File: src/rtl/awb_gain_apply.sv
// Gray-world auto white balance: derives G/R and G/B gains from per-frame
// channel means with a serial restoring divider, commits them between frames,
// and applies them to a 2-stage tagged pixel pipeline.
module awb_gain_apply #(
    parameter int FRAC   = 6,
    parameter int GAIN_W = 8
) (
    input  logic              clk,
    input  logic              rst_n,
    input  logic              mean_valid_i,
    input  logic [7:0]        r_mean_i,
    input  logic [7:0]        g_mean_i,
    input  logic [7:0]        b_mean_i,
    input  logic              valid_i,
    input  logic [1:0]        color_i,
    input  logic [7:0]        value_i,
    input  logic              last_i,
    output logic              valid_o,
    output logic [1:0]        color_o,
    output logic [7:0]        value_o,
    output logic              last_o,
    output logic              busy_o,
    output logic [GAIN_W-1:0] gain_r_o,
    output logic [GAIN_W-1:0] gain_b_o
);

    localparam int DW    = 8 + FRAC;
    localparam int CNT_W = $clog2(DW);
    localparam int PW    = 8 + GAIN_W;
    localparam int SW    = PW + 1 - FRAC;
    localparam logic [GAIN_W-1:0] UNITY    = GAIN_W'(1 << FRAC);
    localparam logic [GAIN_W-1:0] GAIN_MAX = '1;
    localparam logic [PW:0]       RND      = (PW + 1)'(1 << (FRAC - 1));
    localparam logic [CNT_W-1:0]  CNT_LAST = CNT_W'(DW - 1);

    typedef enum logic [1:0] {IDLE, DIV_R, DIV_B, LOAD} state_t;

    state_t            state_q, state_d;
    logic [7:0]        r_mean_q, r_mean_d, g_mean_q, g_mean_d, b_mean_q, b_mean_d;
    logic [7:0]        rem_q, rem_d;
    logic [DW-1:0]     quo_q, quo_d;
    logic [CNT_W-1:0]  cnt_q, cnt_d;
    logic [GAIN_W-1:0] qr_q, qr_d, qb_q, qb_d;
    logic [GAIN_W-1:0] pend_r_q, pend_r_d, pend_b_q, pend_b_d;
    logic              pend_flag_q, pend_flag_d;
    logic [GAIN_W-1:0] gain_r_q, gain_r_d, gain_b_q, gain_b_d;
    logic              in_frame_q, in_frame_d;

    logic              valid_s1_q, valid_s1_d, last_s1_q, last_s1_d;
    logic [1:0]        color_s1_q, color_s1_d;
    logic [7:0]        value_s1_q, value_s1_d;
    logic [GAIN_W-1:0] gain_s1_q, gain_s1_d;
    logic              valid_o_q, valid_o_d, last_o_q, last_o_d;
    logic [1:0]        color_o_q, color_o_d;
    logic [7:0]        value_o_q, value_o_d;

    logic [7:0]        divisor;
    logic [8:0]        rem_sh;
    logic              take;
    logic [DW-1:0]     quo_nx;
    logic [GAIN_W-1:0] q_sat;
    logic [PW-1:0]     prod;
    logic [PW:0]       rounded;
    logic [SW-1:0]     scaled;

    // Divider datapath: one restoring step per cycle plus saturation of the finished quotient
    always_comb begin
        divisor = (state_q == DIV_B) ? b_mean_q : r_mean_q;
        rem_sh  = {rem_q, quo_q[DW-1]};
        take    = (rem_sh >= {1'b0, divisor});
        quo_nx  = {quo_q[DW-2:0], take};
        // a zero divisor forces the maximum gain regardless of the quotient bits
        if (divisor == '0 || |quo_nx[DW-1:GAIN_W]) q_sat = GAIN_MAX;
        else                                       q_sat = quo_nx[GAIN_W-1:0];
    end

    // Control: frame tracking, gain commit between frames, and the divide sequencer
    always_comb begin
        state_d     = state_q;
        r_mean_d    = r_mean_q;
        g_mean_d    = g_mean_q;
        b_mean_d    = b_mean_q;
        rem_d       = rem_q;
        quo_d       = quo_q;
        cnt_d       = cnt_q;
        qr_d        = qr_q;
        qb_d        = qb_q;
        pend_r_d    = pend_r_q;
        pend_b_d    = pend_b_q;
        pend_flag_d = pend_flag_q;
        gain_r_d    = gain_r_q;
        gain_b_d    = gain_b_q;
        in_frame_d  = in_frame_q;

        if (valid_i) in_frame_d = !last_i;

        if (pend_flag_q && !in_frame_q && !valid_i) begin
            gain_r_d    = pend_r_q;
            gain_b_d    = pend_b_q;
            pend_flag_d = 1'b0;
        end

        unique case (state_q)
            IDLE: begin
                if (mean_valid_i) begin
                    r_mean_d = r_mean_i;
                    g_mean_d = g_mean_i;
                    b_mean_d = b_mean_i;
                    rem_d    = '0;
                    quo_d    = {g_mean_i, {FRAC{1'b0}}};
                    cnt_d    = '0;
                    state_d  = DIV_R;
                end
            end
            DIV_R, DIV_B: begin
                rem_d = take ? 8'(rem_sh - {1'b0, divisor}) : rem_sh[7:0];
                quo_d = quo_nx;
                cnt_d = cnt_q + 1'b1;
                if (cnt_q == CNT_LAST) begin
                    cnt_d = '0;
                    if (state_q == DIV_R) begin
                        qr_d    = q_sat;
                        rem_d   = '0;
                        quo_d   = {g_mean_q, {FRAC{1'b0}}};
                        state_d = DIV_B;
                    end else begin
                        qb_d    = q_sat;
                        state_d = LOAD;
                    end
                end
            end
            LOAD: begin
                // a fresh result supersedes any commit happening this same cycle
                pend_r_d    = qr_q;
                pend_b_d    = qb_q;
                pend_flag_d = 1'b1;
                state_d     = IDLE;
            end
            default: state_d = IDLE;
        endcase
    end

    // Pixel pipeline: stage 1 samples inputs and the per-colour gain, stage 2 scales and clips
    always_comb begin
        valid_s1_d = valid_i;
        last_s1_d  = valid_i & last_i;
        color_s1_d = color_i;
        value_s1_d = value_i;
        unique case (color_i)
            2'd0:    gain_s1_d = gain_r_q;
            2'd2:    gain_s1_d = gain_b_q;
            default: gain_s1_d = UNITY;
        endcase

        prod    = {{GAIN_W{1'b0}}, value_s1_q} * {8'b0, gain_s1_q};
        rounded = {1'b0, prod} + RND;
        scaled  = rounded[PW:FRAC];

        valid_o_d = valid_s1_q;
        last_o_d  = last_s1_q;
        color_o_d = color_s1_q;
        value_o_d = value_o_q;
        if (valid_s1_q) begin
            if (color_s1_q == 2'd3)     value_o_d = value_s1_q;
            else if (|scaled[SW-1:8])   value_o_d = 8'hFF;
            else                        value_o_d = scaled[7:0];
        end
    end

    // State registers
    always_ff @(posedge clk or negedge rst_n) begin
        if (!rst_n) begin
            state_q     <= IDLE;
            r_mean_q    <= '0;
            g_mean_q    <= '0;
            b_mean_q    <= '0;
            rem_q       <= '0;
            quo_q       <= '0;
            cnt_q       <= '0;
            qr_q        <= '0;
            qb_q        <= '0;
            pend_r_q    <= '0;
            pend_b_q    <= '0;
            pend_flag_q <= 1'b0;
            gain_r_q    <= UNITY;
            gain_b_q    <= UNITY;
            in_frame_q  <= 1'b0;
            valid_s1_q  <= 1'b0;
            last_s1_q   <= 1'b0;
            color_s1_q  <= '0;
            value_s1_q  <= '0;
            gain_s1_q   <= '0;
            valid_o_q   <= 1'b0;
            last_o_q    <= 1'b0;
            color_o_q   <= '0;
            value_o_q   <= '0;
        end else begin
            state_q     <= state_d;
            r_mean_q    <= r_mean_d;
            g_mean_q    <= g_mean_d;
            b_mean_q    <= b_mean_d;
            rem_q       <= rem_d;
            quo_q       <= quo_d;
            cnt_q       <= cnt_d;
            qr_q        <= qr_d;
            qb_q        <= qb_d;
            pend_r_q    <= pend_r_d;
            pend_b_q    <= pend_b_d;
            pend_flag_q <= pend_flag_d;
            gain_r_q    <= gain_r_d;
            gain_b_q    <= gain_b_d;
            in_frame_q  <= in_frame_d;
            valid_s1_q  <= valid_s1_d;
            last_s1_q   <= last_s1_d;
            color_s1_q  <= color_s1_d;
            value_s1_q  <= value_s1_d;
            gain_s1_q   <= gain_s1_d;
            valid_o_q   <= valid_o_d;
            last_o_q    <= last_o_d;
            color_o_q   <= color_o_d;
            value_o_q   <= value_o_d;
        end
    end

    assign busy_o   = (state_q != IDLE);
    assign gain_r_o = gain_r_q;
    assign gain_b_o = gain_b_q;
    assign valid_o  = valid_o_q;
    assign last_o   = last_o_q;
    assign color_o  = color_o_q;
    assign value_o  = value_o_q;

endmodule

File: config.mk
export PLATFORM = sky130hd
export DESIGN_NAME = awb_gain_apply
export DESIGN_NICKNAME = d
export VERILOG_FILES = /design/src/rtl/awb_gain_apply.sv
export SDC_FILE = /design/constraint.sdc
export NUM_CORES = 1
export LEC_CHECK = 0
export ABC_CLOCK_PERIOD_IN_PS = 6600
export CORE_MARGIN = 2
export CORE_UTILIZATION = 37
export DETAILED_ROUTE_END_ITERATION = 8
export GPL_ROUTABILITY_DRIVEN = 0
export GPL_TIMING_DRIVEN = 1
export SLEW_MARGIN = 10
export SYNTH_ARGS = -nofsm -noshare
export SYNTH_HDL_FRONTEND = slang
export SYNTH_SLANG_ARGS = --single-unit
File: constraint.sdc
create_clock -name clk -period 6.6 [get_ports clk]
set_clock_uncertainty 0.2 [all_clocks]
set_input_delay 0.99 -clock clk [delete_from_list [all_inputs] [get_ports clk]]
set_output_delay 0.99 -clock clk [all_outputs]
set_load 0.1 [all_outputs]
# Word level (Yosys, flattened, before mapping)
# Index checks and enable logic that the tools add are counted.
# op_classes
n_addsub,3
mul,1
n_lt_le_gt_ge,1
n_eq_ne,8
n_mux,23
bitwise_logic,2
reduce_logical,20
# op_table
cell,count
$mux W8,8
$mux W14,3
$pmux W8 S2,2
$pmux W14 S2,1
$add A16 B6 Y17 const B,1
$mul A8 B8 Y16,1
$ge A9 B8 Y1,1
$eq A2 B2 Y1 const B,4
$logic_not A8 Y1,1
$mux W4,2
$pmux W4 S2,1
$sub A8 B8 Y8,1
$pmux W2 S3,1
$reduce_and A2 Y1,3
$reduce_and A3 Y1,2
$reduce_bool A2 Y1,3
$reduce_or A6 Y1,1
$add A4 B1 Y4 const B,1
$eq A4 B4 Y1 const B,1
$logic_not A2 Y1,2
$mux W2,2
$ne A2 B2 Y1 const B,2
$logic_not A1 Y1,3
$mux W1,3
7 further kinds,8
# totals
regBits,134
elab_cells,82

# Logic depth before layout (Yosys ltp)
# logic_depth
ltp_word,7
depth_mapped,17
ltp_nobuf,17

# Worst setup path after synthesis
# OpenSTA, ideal clock, no wires.
# synth_path
path_kind,register to register
start,register value_s1_q[0]
end,"register value_o_q[1], in the netlist value_o[1]"
t_arrival_ns,4.547
required_time_ns,6.255
path_slack_ns,1.708
path_stages_with_launch,17
period_less_slack_ns,4.892
path_cell_list,dfrtp_1 nand2_1 fa_1 fa_1 inv_1 fa_1 inv_1 fa_1 inv_1 ha_1 and2_4 a221o_1 nor3_2 o31a_2 o2111ai_2 nor3b_4 a221oi_1
# synth_via
elab_chain_len,5
# synth_rtl
item,line,text
from (decl),51,"logic [7:0] value_s1_q, value_s1_d;"
from (signal assigned),216,value_s1_q <= value_s1_d;
$mul A8 B8 Y16 (*),155,"prod = {{GAIN_W{1'b0}}, value_s1_q} * {8'b0, gain_s1_q};"
$add A16 B6 Y17 (*),156,"rounded = {1'b0, prod} + RND;"
$reduce_or A3 Y1,165,else if (|scaled[SW-1:8]) value_o_d = 8'hFF;
$mux W8 (*),165,
$mux W8 (*),164,if (color_s1_q == 2'd3) value_o_d = value_s1_q;
to (signal assigned),221,value_o_q <= value_o_d;
to (decl),55,"logic [7:0] value_o_q, value_o_d;"
# Every way passes the cells marked *; elsewhere a longest branch is shown, timed or not.
# A chain may end at the register's enable or synchronous reset.

# Final worst setup path
# Same ends and word-level chain as after synthesis.

==> summary.md <==
| Metric | Value |
|---|---|
| Hold Path Depth | `0` |
| Number of buffers created by CTS | `17` |
| 1st-pass router iterations | `4` |
| Die Wd | `150 um` |
| Die H | `between 100 and 150 um` |
| Synthesized area per cell | `11.2 um^2` |
| Relative slew margins | `0.240` |
| H-tree depth | `4` |
| Yosys warning count | `0` |
| Ant diodes | `0` |
| PD cells | `528 nW/um^2` |
| Grt total ovfl | `0` |
| Die area | `about 22000 um^2` |
| Hold Buf Count CTS | `0` |
| Crit path buf inv count | `3` |
| Post-synth EDFFs | `0` |
| Dpl cell area | `8800 um^2` |
| Clock Latency Late Sink | `~0.43 ns` |
| Post-synth top area cell | `dfrtp_1` |
| Final cell count without fillers | `1059` |
| Finished Core Util | `0.450` |
| Tmin final | `between 5 and 6 ns` |
| Area Overhead vs Synth | `19.9%` |
| Core area | `about 21000 um^2` |
| Synthesized cell area | `around 8000 um^2` |
| Clock sinks | `~130` |
| Peak VDD IR | `between 200 and 250 uV` |
| Hold Crit Class | `flip-flop to flip-flop` |
| CTS resizes | `0` |
| # placed instances | `1027` |
| Largest net degree at the start of global routing | `71` |
| R2r endpoint | `value_o[1]$_DFFE_PN0P_` |
| Post-CTS setup buffer count | `0` |
| Share of the clock period used by the worst path | `0.803` |
| Vias post-DR | `approximately 5300` |
| Hold path endpoint | `last_o$_DFF_PN0_` |
| LEAKAGE | `roughly 4.1 nW` |
| Cell mode on critical path | `fa_1` |
| Starting Density | `0.375` |
| Final nets | `900` |
| Crit path max fanout | `8` |
| Critical Path RT | `approximately 6.7 ns` |
| Outcome | `completed` |
| CP endpoint kind | `flip-flop` |
| Design area | `around 9400 um^2` |
| Largest delay share family, worst path | `adder cells` |
| Dominant cell by count in the synthesized netlist | `dfrtp_1` |
| Max-cap violations | `0` |
| CP arrival | `approximately 5.4 ns` |
| Root Buffer | `clkbuf_16` |
| Main synth FF type | `dfrtp_1` |
| Most instantiated cells after synthesis | `dfrtp_1, mux2_2, ha_1` |
| Crit-path cells | `nand2_1, fa_1, fa_1, inv_1, fa_1, inv_1, fa_1, inv_1, ha_1, and2_4, a221o_1, nor3_2, o31a_2, o2111ai_2, nor3b_4, a221oi_1` |
| CTS tree | `built` |
| First DRT Iteration DRCs | `around 250` |
| CP Class | `flip-flop to flip-flop` |
| Post-Syn Instances | `around 700` |
| Slowest CP cell | `fa_1` |
| Reg clk slew, reported paths | `~0.060 ns` |
| # DRC | `0` |
| Top post-synthesis cells by area | `dfrtp_1, fa_1, ha_1, mux2_2, and2_1` |
| Asr flop ratio synth | `1.00` |
| Final-report setup violation count | `0` |
| Slew Viols, Final | `0` |
| DP Worst Slack | `approximately 1.3 ns` |
| Count of different cell masters after synthesis | `63` |
| Worst r2r src | `value_s1_q[0]$_DFF_PN0_` |
| First-pass GRT wire length | `27200 um` |
| Worst reg2reg path depth | `16` |
| Antenna-violating nets left | `0` |
| Sequential share of the synthesized area | `0.428` |
| # fillers | `around 2000` |
| Worst setup SP type | `flip-flop` |
| RSZ-0062 raised after global routing | `false` |
| Share of post-route cells with drive strength above 1 | `0.140` |
| GRT Total Usage | `0.154` |
| Vias per cell | `4.98` |
| Port buffer count | `67` |
| Power Total | `about 5 mW` |
| Vias in the first global route | `between 5000 and 6000` |
| Post-synth top area share | `0.422` |
| Initial antenna violation count | `0` |
| WL final | `between 15000 and 20000 um` |
| CP peak stage delay | `0.54 ns` |
| Worst setup margin | `about 1.3 ns` |
| Slew @ Worst Pin | `1.13 ns` |
| IO Count | `between 60 and 70` |
| Row count | `between 50 and 60` |
| Fin Setup TNS | `0 ns` |
| Post-DP HPWL | `11900 um` |
| Clock Tree Buf Depth | `2` |
| Reg2reg setup slack | `approximately 1.3 ns` |
| Worst Hold Margin | `~0.15 ns` |
| Syn Nets | `831` |
| Drt wl/cell | `roughly 15 um` |
| Fmax achieved | `0.189 GHz` |
| Min-delay src | `last_o_d$_DFF_PN0_` |
| Yosys reg bits | `~130` |
| Fin. Hold Viols | `0` |
area by class of cell:
class                   count  area [um^2]  share of cell area
clock buffers              18          429              0.0457
clock inverters            14          165              0.0176
inverters                  48          180              0.0192
multi-input cells         499         4210               0.449
flip-flops and latches    134         3360               0.357
well taps                 275          344              0.0366
repair buffers             71          702              0.0748
per-layer routing:
metal	share of wire	GRT usage
met2	0.49	0.261
met1	0.46	0.200
met3	0.033	0.0357
met5	0	0
met4	0.013	0.0419
power breakdown:
group	internal [mW]	total, mW	switching, mW
logic	1.09	2.71	1.63
registers	1.08	1.28	0.202
clock network	0.567	0.965	0.398
total	2.73	4.96	2.23
state kept, by name, summed over array words and instances, names as in the netlist, 2 cells and up:
signal      flops
pend_r_q        8
g_mean_q        8
state_q         2
color_o         2
quo_q          14
gain_s1_q       8
cnt_q           4
gain_b_o        8
pend_b_q        8
value_s1_q      8
r_mean_q        8
value_o         8
b_mean_q        8
gain_r_o        8
color_o_d       2
qb_q            8
qr_q            8
rem_q           8
cells by family (layout without fill, tap and decap cells):
group / Yosys count / in the layout / synth area share
flops: 134 / 134 / 0.428
buf+inv: 69 / 151 / 0.0343
xor+xnor: 14 / 14 / 0.0157
mux: 77 / 77 / 0.107
simple gates: 196 / 196 / 0.130
fa+ha+maj: 90 / 90 / 0.179
compound gates: 122 / 122 / 0.105
worst max-delay path by stage:
stage	from	to	slack, ns	cells after the start
floorplan	value_s1_q[0]$_DFF_PN0_	value_o[1]$_DFFE_PN0P_	1.71	16
global placement	value_s1_q[0]$_DFF_PN0_	value_o[3]$_DFFE_PN0P_	1.41	16
detailed placement	value_s1_q[0]$_DFF_PN0_	value_o[4]$_DFFE_PN0P_	1.31	16
CTS	value_s1_q[0]$_DFF_PN0_	value_o[1]$_DFFE_PN0P_	1.29	16
global route	value_s1_q[0]$_DFF_PN0_	value_o[5]$_DFFE_PN0P_	1.06	16
finish	value_s1_q[0]$_DFF_PN0_	value_o[1]$_DFFE_PN0P_	1.30	16
cell usage in the layout, fill, tap and decap left out, drive strengths merged, types with 9 or more instances in the layout:
cell and instances:
dfrtp 132, clkdlybuf4s50 66, mux2 57, inv 54, ha 53, and2 53
nor2 52, nand2 43, a21oi 40, fa 37, o21ai 22, mux2i 20
clkbuf 18, a221oi 15, nor2b 10, xor2 9
(Power assumes the default switching activity.)
